$ cat src/rtl/saw_pkg.sv
// saw_pkg -- definitions shared by the stop-and-wait ARQ link (transmitter
// CRC generator and receiver).
//   state_t       : receiver FSM state encoding
//   dbg_t         : receiver debug view (FSM state + expected sequence bit)
//   SAW_*         : default frame geometry and field positions
//   DEFAULT_POLY  : CRC generator x^3+x+1, low CW bits (leading 1 implicit)
package saw_pkg;

    localparam int SAW_BW  = 10;  // total frame width
    localparam int SAW_CW  = 3;   // CRC width
    localparam int SAW_ECW = 8;   // CRC error counter width

    // Frame layout: [SEQ_BIT] seq, [SEQ_BIT-1:CRC_MSB+1] payload, [CRC_MSB:CRC_LSB] CRC
    localparam int SEQ_BIT = SAW_BW - 1;
    localparam int CRC_MSB = SAW_CW - 1;
    localparam int CRC_LSB = 0;

    localparam logic [SAW_CW-1:0] DEFAULT_POLY = 3'b011;

    typedef enum logic [2:0] {
        ST_IDLE    = 3'd0,
        ST_CHECK   = 3'd1,
        ST_DECIDE  = 3'd2,
        ST_DELIVER = 3'd3,
        ST_ACK     = 3'd4,
        ST_NAK     = 3'd5
    } state_t;

    typedef struct packed {
        state_t state;
        logic   expected_seq;
    } dbg_t;

endpackage

$ cat src/rtl/saw_receiver_if.sv
// saw_receiver_if -- signal bundle between the SAW receiver and its
// environment (frame source, payload sink, transmitter control FSM).
//   master : drives rx_valid/rx_frame/out_ready, observes everything else
//   slave  : the receiver itself
//
// Handshake rule for both rx_* and out_* channels: a transfer happens on a
// rising clk edge where valid and ready are both high; the source holds
// data stable while valid is high and ready is low, and ready never depends
// combinationally on valid.
interface saw_receiver_if
    import saw_pkg::*;
#(
    parameter int BW  = SAW_BW,
    parameter int CW  = SAW_CW,
    parameter int ECW = SAW_ECW
) ();

    logic              rx_valid;
    logic [BW-1:0]     rx_frame;
    logic              rx_ready;
    logic              out_valid;
    logic [BW-CW-2:0]  out_data;
    logic              out_ready;
    logic              ack_valid;
    logic              ack_seq;
    logic              nak_valid;
    logic [ECW-1:0]    err_cnt;

    modport master (
        output rx_valid, rx_frame, out_ready,
        input  rx_ready, out_valid, out_data, ack_valid, ack_seq, nak_valid, err_cnt
    );

    modport slave (
        input  rx_valid, rx_frame, out_ready,
        output rx_ready, out_valid, out_data, ack_valid, ack_seq, nak_valid, err_cnt
    );

endinterface

$ cat src/rtl/crc_serial_chk.sv
// crc_serial_chk -- serial CW-bit LFSR divider. Feeding a whole frame MSB
// first leaves frame(x) mod G(x) in remainder; zero means the CRC checks.
//   clk, rst  : clock, synchronous active-high reset
//   clear     : zero the remainder (start of a new frame)
//   shift_en  : shift bit_in into the divider this cycle
//   bit_in    : next frame bit, MSB first
//   remainder : current remainder
module crc_serial_chk
    import saw_pkg::*;
#(
    parameter int            CW   = SAW_CW,
    parameter logic [CW-1:0] POLY = DEFAULT_POLY
) (
    input  logic          clk,
    input  logic          rst,
    input  logic          clear,
    input  logic          shift_en,
    input  logic          bit_in,
    output logic [CW-1:0] remainder
);

    logic [CW-1:0] rem_q;

    always_ff @(posedge clk) begin
        if (rst || clear) begin
            rem_q <= '0;
        end else if (shift_en) begin
            // Shift in the new bit; when the bit falling off the top is 1
            // subtract (xor) the generator.
            rem_q <= {rem_q[CW-2:0], bit_in} ^ (rem_q[CW-1] ? POLY : '0);
        end
    end

    assign remainder = rem_q;

endmodule

$ cat src/rtl/saw_receiver.sv
// saw_receiver -- receive side of the stop-and-wait ARQ link.
// Checks each frame's CRC serially, drops duplicates using a 1-bit sequence
// number, delivers new payloads to the sink and returns ACK pulses (plus NAK
// pulses on CRC failure when SAW_RX_NAK_EN is defined).
//
// Build option: `define SAW_RX_NAK_EN to include the NAK state; otherwise a
// CRC failure returns to IDLE silently and nak_valid is constant 0.
//
// Ports:
//   clk  : clock, rising edge
//   rst  : synchronous reset, active-high
//   bus  : saw_receiver_if.slave (rx_valid/rx_frame/rx_ready,
//          out_valid/out_data/out_ready, ack_valid/ack_seq/nak_valid, err_cnt)
//   dbg  : FSM state and expected sequence bit for observation
module saw_receiver
    import saw_pkg::*;
#(
    parameter int            BW   = SAW_BW,
    parameter int            CW   = SAW_CW,
    parameter logic [CW-1:0] POLY = DEFAULT_POLY,
    parameter int            ECW  = SAW_ECW
) (
    input  logic          clk,
    input  logic          rst,
    saw_receiver_if.slave bus,
    output dbg_t          dbg
);

    localparam int CNTW = $clog2(BW);
    localparam int PW   = BW - CW - 1;

    state_t          state_q, state_next;
    logic [BW-1:0]   frame_q;
    logic [CNTW-1:0] bit_cnt_q;
    logic            exp_seq_q;
    logic [ECW-1:0]  err_cnt_q;
    logic            rx_ready_q;
    logic            out_valid_q;
    logic [PW-1:0]   out_data_q;
    logic            ack_valid_q;
    logic            ack_seq_q;
    logic            nak_valid_q;

    logic            crc_clear;
    logic            crc_shift;
    logic [CW-1:0]   rem;
    logic            accept;
    logic            crc_ok;
    logic            is_new;

    assign accept = bus.rx_valid && rx_ready_q;
    assign crc_ok = (rem == '0);
    assign is_new = (frame_q[BW-1] == exp_seq_q);

    crc_serial_chk #(.CW(CW), .POLY(POLY)) u_crc (
        .clk       (clk),
        .rst       (rst),
        .clear     (crc_clear),
        .shift_en  (crc_shift),
        .bit_in    (frame_q[BW-1]),
        .remainder (rem)
    );

    always_comb begin
        state_next = state_q;
        crc_clear  = 1'b0;
        crc_shift  = 1'b0;
        case (state_q)
            ST_IDLE: begin
                if (accept) begin
                    crc_clear  = 1'b1;
                    state_next = ST_CHECK;
                end
            end
            ST_CHECK: begin
                crc_shift = 1'b1;
                if (bit_cnt_q == CNTW'(BW - 1)) begin
                    state_next = ST_DECIDE;
                end
            end
            ST_DECIDE: begin
                if (crc_ok) begin
                    state_next = is_new ? ST_DELIVER : ST_ACK;
                end else begin
`ifdef SAW_RX_NAK_EN
                    state_next = ST_NAK;
`else
                    state_next = ST_IDLE;
`endif
                end
            end
            ST_DELIVER: begin
                if (out_valid_q && bus.out_ready) begin
                    state_next = ST_ACK;
                end
            end
            ST_ACK:  state_next = ST_IDLE;
            ST_NAK:  state_next = ST_IDLE;
            default: state_next = ST_IDLE;
        endcase
    end

    always_ff @(posedge clk) begin
        if (rst) begin
            state_q     <= ST_IDLE;
            frame_q     <= '0;
            bit_cnt_q   <= '0;
            exp_seq_q   <= 1'b0;
            err_cnt_q   <= '0;
            rx_ready_q  <= 1'b1;
            out_valid_q <= 1'b0;
            out_data_q  <= '0;
            ack_valid_q <= 1'b0;
            ack_seq_q   <= 1'b0;
            nak_valid_q <= 1'b0;
        end else begin
            state_q <= state_next;

            // Strobes are decoded from the next state so they line up with
            // the state they belong to while still coming from flops.
            rx_ready_q  <= (state_next == ST_IDLE);
            out_valid_q <= (state_next == ST_DELIVER);
            ack_valid_q <= (state_next == ST_ACK);
`ifdef SAW_RX_NAK_EN
            nak_valid_q <= (state_next == ST_NAK);
`else
            nak_valid_q <= 1'b0;
`endif
            if (state_next == ST_ACK || state_next == ST_NAK) begin
                ack_seq_q <= frame_q[BW-1];
            end

            case (state_q)
                ST_IDLE: begin
                    if (accept) begin
                        frame_q   <= bus.rx_frame;
                        bit_cnt_q <= '0;
                    end
                end
                ST_CHECK: begin
                    // Rotate rather than shift: after BW cycles the frame
                    // is back in place for field extraction in DECIDE.
                    frame_q   <= {frame_q[BW-2:0], frame_q[BW-1]};
                    bit_cnt_q <= bit_cnt_q + 1'b1;
                end
                ST_DECIDE: begin
                    if (crc_ok && is_new) begin
                        out_data_q <= frame_q[BW-2:CW];
                    end
                    if (!crc_ok && (err_cnt_q != '1)) begin
                        err_cnt_q <= err_cnt_q + 1'b1;
                    end
                end
                ST_DELIVER: begin
                    if (out_valid_q && bus.out_ready) begin
                        exp_seq_q <= ~exp_seq_q;
                    end
                end
                default: ;
            endcase
        end
    end

    assign bus.rx_ready  = rx_ready_q;
    assign bus.out_valid = out_valid_q;
    assign bus.out_data  = out_data_q;
    assign bus.ack_valid = ack_valid_q;
    assign bus.ack_seq   = ack_seq_q;
    assign bus.nak_valid = nak_valid_q;
    assign bus.err_cnt   = err_cnt_q;

    assign dbg = '{state: state_q, expected_seq: exp_seq_q};

endmodule
$ cat src/flat_wrapper.sv
// flat-port wrapper written by rule: the top's interface ports become plain ports
module saw_receiver_flat import saw_pkg::*;
#(
    parameter int            BW   = SAW_BW,
    parameter int            CW   = SAW_CW,
    parameter logic [CW-1:0] POLY = DEFAULT_POLY,
    parameter int            ECW  = SAW_ECW
)
  (clk, rst, dbg, bus_rx_valid, bus_rx_frame, bus_out_ready, bus_rx_ready, bus_out_valid, bus_out_data, bus_ack_valid, bus_ack_seq, bus_nak_valid, bus_err_cnt);
  saw_receiver_if #(.BW(BW), .CW(CW), .ECW(ECW)) bus_i ();
  input  logic clk;
  input  logic rst;
  output dbg_t dbg;
  input wire logic [$bits(bus_i.rx_valid)-1:0] bus_rx_valid;
  input wire logic [$bits(bus_i.rx_frame)-1:0] bus_rx_frame;
  input wire logic [$bits(bus_i.out_ready)-1:0] bus_out_ready;
  output wire logic [$bits(bus_i.rx_ready)-1:0] bus_rx_ready;
  output wire logic [$bits(bus_i.out_valid)-1:0] bus_out_valid;
  output wire logic [$bits(bus_i.out_data)-1:0] bus_out_data;
  output wire logic [$bits(bus_i.ack_valid)-1:0] bus_ack_valid;
  output wire logic [$bits(bus_i.ack_seq)-1:0] bus_ack_seq;
  output wire logic [$bits(bus_i.nak_valid)-1:0] bus_nak_valid;
  output wire logic [$bits(bus_i.err_cnt)-1:0] bus_err_cnt;
  assign bus_i.rx_valid = bus_rx_valid;
  assign bus_i.rx_frame = bus_rx_frame;
  assign bus_i.out_ready = bus_out_ready;
  assign bus_rx_ready = bus_i.rx_ready;
  assign bus_out_valid = bus_i.out_valid;
  assign bus_out_data = bus_i.out_data;
  assign bus_ack_valid = bus_i.ack_valid;
  assign bus_ack_seq = bus_i.ack_seq;
  assign bus_nak_valid = bus_i.nak_valid;
  assign bus_err_cnt = bus_i.err_cnt;
  saw_receiver #(.BW(BW), .CW(CW), .POLY(POLY), .ECW(ECW)) u_core (.clk(clk), .rst(rst), .bus(bus_i), .dbg(dbg));
endmodule
$ cat config.mk
export PLATFORM = sky130hd
export DESIGN_NAME = saw_receiver_flat
export DESIGN_NICKNAME = d
export VERILOG_FILES = /design/src/rtl/saw_pkg.sv /design/src/rtl/saw_receiver_if.sv /design/src/rtl/crc_serial_chk.sv /design/src/rtl/saw_receiver.sv /design/src/flat_wrapper.sv
export SDC_FILE = /design/constraint.sdc
export NUM_CORES = 1
export LEC_CHECK = 0
export CAP_MARGIN = 40
export CORE_UTILIZATION = 50
export DETAILED_ROUTE_END_ITERATION = 10
export PLACE_DENSITY = 0.79
export SYNTH_ARGS = -nofsm -noshare
export SYNTH_HDL_FRONTEND = slang
export SYNTH_SLANG_ARGS = --single-unit
$ cat constraint.sdc
create_clock -name clk -period 2.05 [get_ports clk]
set_input_delay 0.3075 -clock clk [delete_from_list [all_inputs] [get_ports clk]]
set_output_delay 0.3075 -clock clk [all_outputs]
set_load 0.05 [all_outputs]
==> results.json, run 1 <==
{
  "tightest_slew_ns": 0.4990,
  "grt_pass1_vias": 1325,
  "final_nets": 250,
  "grt_usage_pct": 20.76,
  "gp_congestion": 0.8009,
  "fp.dieH_um": 60.96,
  "fin_setup_tns_ns": 0,
  "io_pins": 37,
  "yosys_warnings": 0,
  "crit_path_top_delay_cell": "clkdlybuf4s50_1",
  "p_per_area_nw_per_um2": 667.3,
  "path_depth": 1,
  "netlist_instances": 195,
  "seq_area_frac_synth_pct": 44.92,
  "rrSetupSlack_ns": 0.33,
  "max_cap_viol_count": 0,
  "syn-cell-area_um2": 1738,
  "row_count": 21,
  "synth_nets": 212,
  "cts-buffers-inserted": 5,
  "port_buffers": 35,
  "diodes": 0,
  "crit_required_ns": 1.74,
  "grt_setup_unrepaired": "false",
  "critPathBufInv": 1,
  "worstSkewPairLatency_ns": 0.34,
  "clock_sinks": 39,
  "netlist.area_leader.share_pct": 44.92,
  "synth_cell_types": 43,
  "drt-initial-drc-count": 79,
  "cp-end-kind": "primary output",
  "yosys_most_used_dff": "dfxtp_1",
  "place_hpwl_um": 2371,
  "synth_edf_count": 0,
  "synth_common_cells": "dfxtp_1, nor2_1, nand2_1, a21oi_1, nand3_1",
  "overflow": 0,
  "status": "finished, final reports clean",
  "grt_max_degree": 26,
  "place_area_um2": 2156,
  "drive_gt1_share_pct": 10.26,
  "syn2layout_area_growth_pct": 28.29,
  "finalInstanceArea_um2": 2230,
  "crit_chain": "clkdlybuf4s50_1",
  "initial_core_util_pct": 52.08,
  "synth_top_cell_by_area": "dfxtp_1",
  "yosysMostFrequentCell": "dfxtp_1",
  "dieArea_um2": 3716,
  "root_buffer": "clkbuf_4",
  "setup_viol": 0,
  "min_period_over_period_pct": 96.60,
  "synthArstFlopShare_pct": 0,
  "yosys-top-cells-area": "dfxtp_1, nor2_1, mux2i_1",
  "coreArea_um2": 3337,
  "hold_ws_ns": 0.4894,
  "htree_levels": 2,
  "worstPathArrival_ns": 1.67,
  "max_freq_mhz": 505.0,
  "critical-path-top-delay-family": "buffers and inverters",
  "detail_route.vias_per_cell": 5.386,
  "grt_pass1_wl_um": 5671,
  "die_w_um": 60.96,
  "hold_path.class": "register to register",
  "ff2ff_path_depth": 4,
  "syn_avg_cell_area_um2": 8.912,
  "antenna_found_initial": 0,
  "firstDrtPassIters": 4,
  "hold_violations": 0,
  "wl_um": 3440,
  "path_clk_slew_ns": 0.11,
  "avgRoutedWirePerCell_um": 12.29,
  "slowest_delay_ns": 0.85,
  "ir_drop_mv": 0.3729,
  "post-route-min-period_ns": 1.980,
  "max_slew_margin_pct": 66.63,
  "drv_slew": 0,
  "synth_seq_cells": 39,
  "critPathLaunchType": "register",
  "drc": 0,
  "worstSetupPathType": "register to primary output",
  "num_vias": 1508,
  "post-cts-setup-buffer-count": 0,
  "n_fill_cell": 301,
  "p_leak_uw": 0.0008843,
  "postRouteAntennaNets": 0,
  "critPathMaxFanout": 8,
  "fin_worst_skew_ns": 0.003831,
  "hold_depth": 2,
  "cts_tree": "yes",
  "clock_path_buffers": 2
}
stage by stage:
stage / setup slack, ns / instances / util [%] / power [µW]
finish: 0.06973 / 280 / 66.82 / 1488
global route: 0.01243 / 280 / 66.82 / 1550
CTS: 0.008971 / 280 / 66.67 / 1497
detailed placement: 0.2764 / 272 / 64.60 / 1060
global placement: 0.2982 / 272 / 64.60 / 1055
floorplan: 0.03358 / 195 / - / 977.8
cells in the final DEF (no fill, tap or decap), types with 4 or more instances in the layout:
cell             netlist  routed
a21oi_1               14      14
a22oi_1                4       4
a311oi_1               7       7
buf_4                  2       9
clkbuf_4               0       5
clkdlybuf4s50_1        0      33
dfxtp_1               39      39
mux2i_1                9       9
nand2_1               17      17
nand3_1               11      11
nor2_1                26      26
xnor2_1                4       4
flip-flops by register name (all words and copies together), names as in the netlist:
register / cells
u_core.bit_cnt_q: 4
u_core.bus.ack_seq: 1
u_core.bus.ack_valid: 1
u_core.bus.err_cnt: 8
u_core.bus.out_data: 6
u_core.bus.out_valid: 1
u_core.bus.rx_ready: 1
u_core.exp_seq_q: 1
u_core.frame_q: 10
u_core.state_q: 3
u_core.u_crc.remainder: 3
metal layers:
metal	GRT usage [%]	wire length, µm
met4	8.442	65
met1	25.93	1616
met3	5.117	169
met5	0	0
met2	34.38	1589
worst paths after layout:
check / start / endpoint
setup / recovery: u_core.state_q[1]$_SDFF_PP0_ / dbg[2]
hold / removal: u_core.bit_cnt_q[3]$_SDFFE_PP0P_ / u_core.bit_cnt_q[3]$_SDFFE_PP0P_
setup reg to reg: u_core.state_q[1]$_SDFF_PP0_ / u_core.bus.err_cnt[7]$_SDFFE_PP0P_
hold reg to reg: u_core.bit_cnt_q[3]$_SDFFE_PP0P_ / u_core.bit_cnt_q[3]$_SDFFE_PP0P_
worst register-to-register path: stages (launching register included):
cell and delay, ns:
dfxtp_1 0.48, nor3b_4 0.30, nor3b_2 0.36, nand4_1 0.15, mux2_1 0.33
layout make-up:
class | count | area, µm² | area share (%)
clock buffers | 8 | 68.82 | 3.086
inverters | 3 | 11.26 | 0.5051
flip-flops and latches | 39 | 780.7 | 35.02
multi-input cells | 140 | 888.4 | 39.84
well taps | 46 | 57.56 | 2.581
repair buffers | 44 | 422.9 | 18.97
timing repair:
action	4_1_cts	5_1_grt
setup endpoints to repair	0	2
hold buffers	0	0
gates resized for setup	0	2
logic make-up (layout without fill, tap and decap cells):
| logic type | Yosys count | in the layout | synth area share, % |
|---|---|---|---|
| flops | 39 | 39 | 44.92 |
| fa+ha+maj | 3 | 3 | 2.160 |
| buf+inv | 16 | 55 | 3.959 |
| mux | 10 | 10 | 5.832 |
| xor+xnor | 7 | 7 | 3.528 |
| simple gates | 80 | 80 | 23.83 |
| compound gates | 39 | 39 | 15.55 |
| other cells | 1 | 1 | 0.2158 |
where the power goes:
part / internal (µW) / total [µW] / switching (µW) / leakage (µW)
Sequential: 792 / 823 / 31.4 / 0.000317
Combinational: 98.2 / 219 / 121 / 0.000529
Clock: 202 / 446 / 244 / 0.0000386
Total: 1090 / 1490 / 396 / 0.000884
(Power assumes the default switching activity.)
==> inputs of run 2 (changes only) <==
--- a/config.mk
+++ b/config.mk
@@ -10,4 +10,5 @@
 export DETAILED_ROUTE_END_ITERATION = 10
 export PLACE_DENSITY = 0.79
+export SLEW_MARGIN = 20
 export SYNTH_ARGS = -nofsm -noshare
 export SYNTH_HDL_FRONTEND = slang
==> constraint.sdc (replaced) <==
create_clock -name clk -period 2.05 [get_ports clk]
set_input_delay 0.3075 -clock clk [delete_from_list [all_inputs] [get_ports clk]]
set_output_delay 0.3075 -clock clk [all_outputs]
set_load 0.005 [all_outputs]
==> run 2 against run 1 <==
Core utilization shrank 0.15 points. Cell area shrank 0.22%. Register-to-register slack is essentially flat. Worst hold slack is essentially flat. Maximum frequency grew 14%. Combinational power shrank 11%. Sequential power is essentially flat. Total power shrank 1.8%. Largest power group unchanged.
==> results.json, run 2 (synthesis results as in run 1) <==
{
  "status": "finished, final reports clean",
  "cts_tree": "yes",
  "drt-initial-drc-count": 91,
  "wl_um": 3402,
  "crit_path_top_delay_cell": "clkdlybuf4s50_1",
  "diodes": 0,
  "grt_pass1_wl_um": 5671,
  "overflow": 0,
  "die_w_um": 60.96,
  "largest_reg_flops": 10,
  "initial_core_util_pct": 52.08,
  "grt_setup_unrepaired": "false",
  "post-cts-setup-buffer-count": 0,
  "critPathLaunchType": "register",
  "critPathMaxFanout": 8,
  "max_freq_mhz": 575.5,
  "path_clk_slew_ns": 0.11,
  "slowest_delay_ns": 0.56,
  "cts_hold_buf": 0,
  "finalInstanceArea_um2": 2225,
  "cts-resized-gates": 0,
  "place_hpwl_um": 2371,
  "preCtsSetupSlack_ns": 0.2764,
  "antenna_found_initial": 0,
  "layout_commonest_cell": "dfxtp_1",
  "coreArea_um2": 3337,
  "num_vias": 1510,
  "regMostFlops": "u_core.frame_q",
  "io_pins": 37,
  "ir_drop_mv": 0.3730,
  "grt_usage_pct": 20.76,
  "dp.cells": 272,
  "hold_violations": 0,
  "clock_sinks": 39,
  "rrSetupSlack_ns": 0.33,
  "grt_max_degree": 26,
  "gp_congestion": 0.8009,
  "drc": 0,
  "crit_required_ns": 1.74,
  "row_count": 21,
  "p_per_area_nw_per_um2": 656.7,
  "crit_chain": "clkdlybuf4s50_1",
  "drv_slew": 0,
  "worst_slack_ns": 0.3124,
  "final_core_util_pct": 66.67,
  "hold_path.class": "register to register",
  "max_cap_viol_count": 0,
  "htree_levels": 2,
  "final_nets": 250,
  "critPathBufInv": 1,
  "fin_setup_tns_ns": 0,
  "cp-end-kind": "primary output",
  "post-route-min-period_ns": 1.738,
  "firstDrtPassIters": 4,
  "syn2layout_area_growth_pct": 28.01,
  "postRouteAntennaNets": 0,
  "place_area_um2": 2156,
  "worstSkewPairLatency_ns": 0.34,
  "setup_viol": 0,
  "grt_pass1_vias": 1325,
  "root_buffer": "clkbuf_4",
  "final_cells": 280,
  "layout.cells.most_common_list": "dfxtp_1, clkdlybuf4s50_1, nor2_1, nand2_1, a21oi_1",
  "cts-buffers-inserted": 5,
  "worstPathArrival_ns": 1.43,
  "avgRoutedWirePerCell_um": 12.15,
  "detail_route.vias_per_cell": 5.393,
  "drive_gt1_share_pct": 10.26,
  "fp.dieH_um": 60.96,
  "fin_worst_skew_ns": 0.002849,
  "critical-path-top-delay-family": "buffers and inverters",
  "port_buffers": 35,
  "worstSetupPathType": "register to primary output",
  "p_leak_uw": 0.0008512,
  "clock_path_buffers": 2,
  "dieArea_um2": 3716,
  "min_period_over_period_pct": 84.76
}
-- run 2: changes by cell type in the layout (fill, tap and decap cells not counted), sizes merged --
cell,before,now
clkdlybuf4s50,33,35
dlymetal6s2s,2,0
-- run 2: final cells by class --
cell class	instances	area, µm²
Fill cell	300	1112
Multi-Input combinational cell	140	888.4
Sequential cell	39	780.7
Timing Repair Buffer	44	417.9
Clock buffer	8	68.82
Tap cell	46	57.56
Inverter	3	11.26
-- run 2: metrics by stage --
| step | power (µW) | hold WS (ns) |
|---|---|---|
| final | 1461 | 0.4893 |
| after CTS | 1473 | 0.4903 |
| after global routing | 1525 | 0.5085 |
| after detailed placement | 1036 | 0.4736 |
| after global placement | 1030 | 0.4696 |
| after floorplan | 953.4 | 0.4518 |
-- run 2: layer usage --
metal / track usage [%] / up-vias / part of all wire [%]
li1: - / 768 / -
met1: 25.93 / 692 / 48
met2: 34.38 / 42 / 46
met3: 5.117 / 8 / 4.6
met4: 8.442 / 0 / 1.9
met5: 0 / - / 0
-- run 2: worst paths after layout --
check,start,to,depth (start not counted)
setup / recovery,u_core.state_q[2]$_SDFF_PP0_,dbg[3],1
hold reg to reg,u_core.bit_cnt_q[3]$_SDFFE_PP0P_,u_core.bit_cnt_q[3]$_SDFFE_PP0P_,2
hold / removal,u_core.bit_cnt_q[3]$_SDFFE_PP0P_,u_core.bit_cnt_q[3]$_SDFFE_PP0P_,2
setup reg to reg,u_core.state_q[1]$_SDFF_PP0_,u_core.bus.err_cnt[7]$_SDFFE_PP0P_,4
-- run 2: power by group --
part	internal, µW	total (µW)	switching [µW]	leakage (µW)
Sequential	792	823	31.3	0.000317
Combinational	98.3	194	95.6	0.000496
Clock	202	444	242	0.0000386
-- run 2: tightest hold or removal path, stage by stage, from the launching register on --
cell and delay (ns):
dfxtp_1 0.34, nand3_1 0.07, a21oi_1 0.05
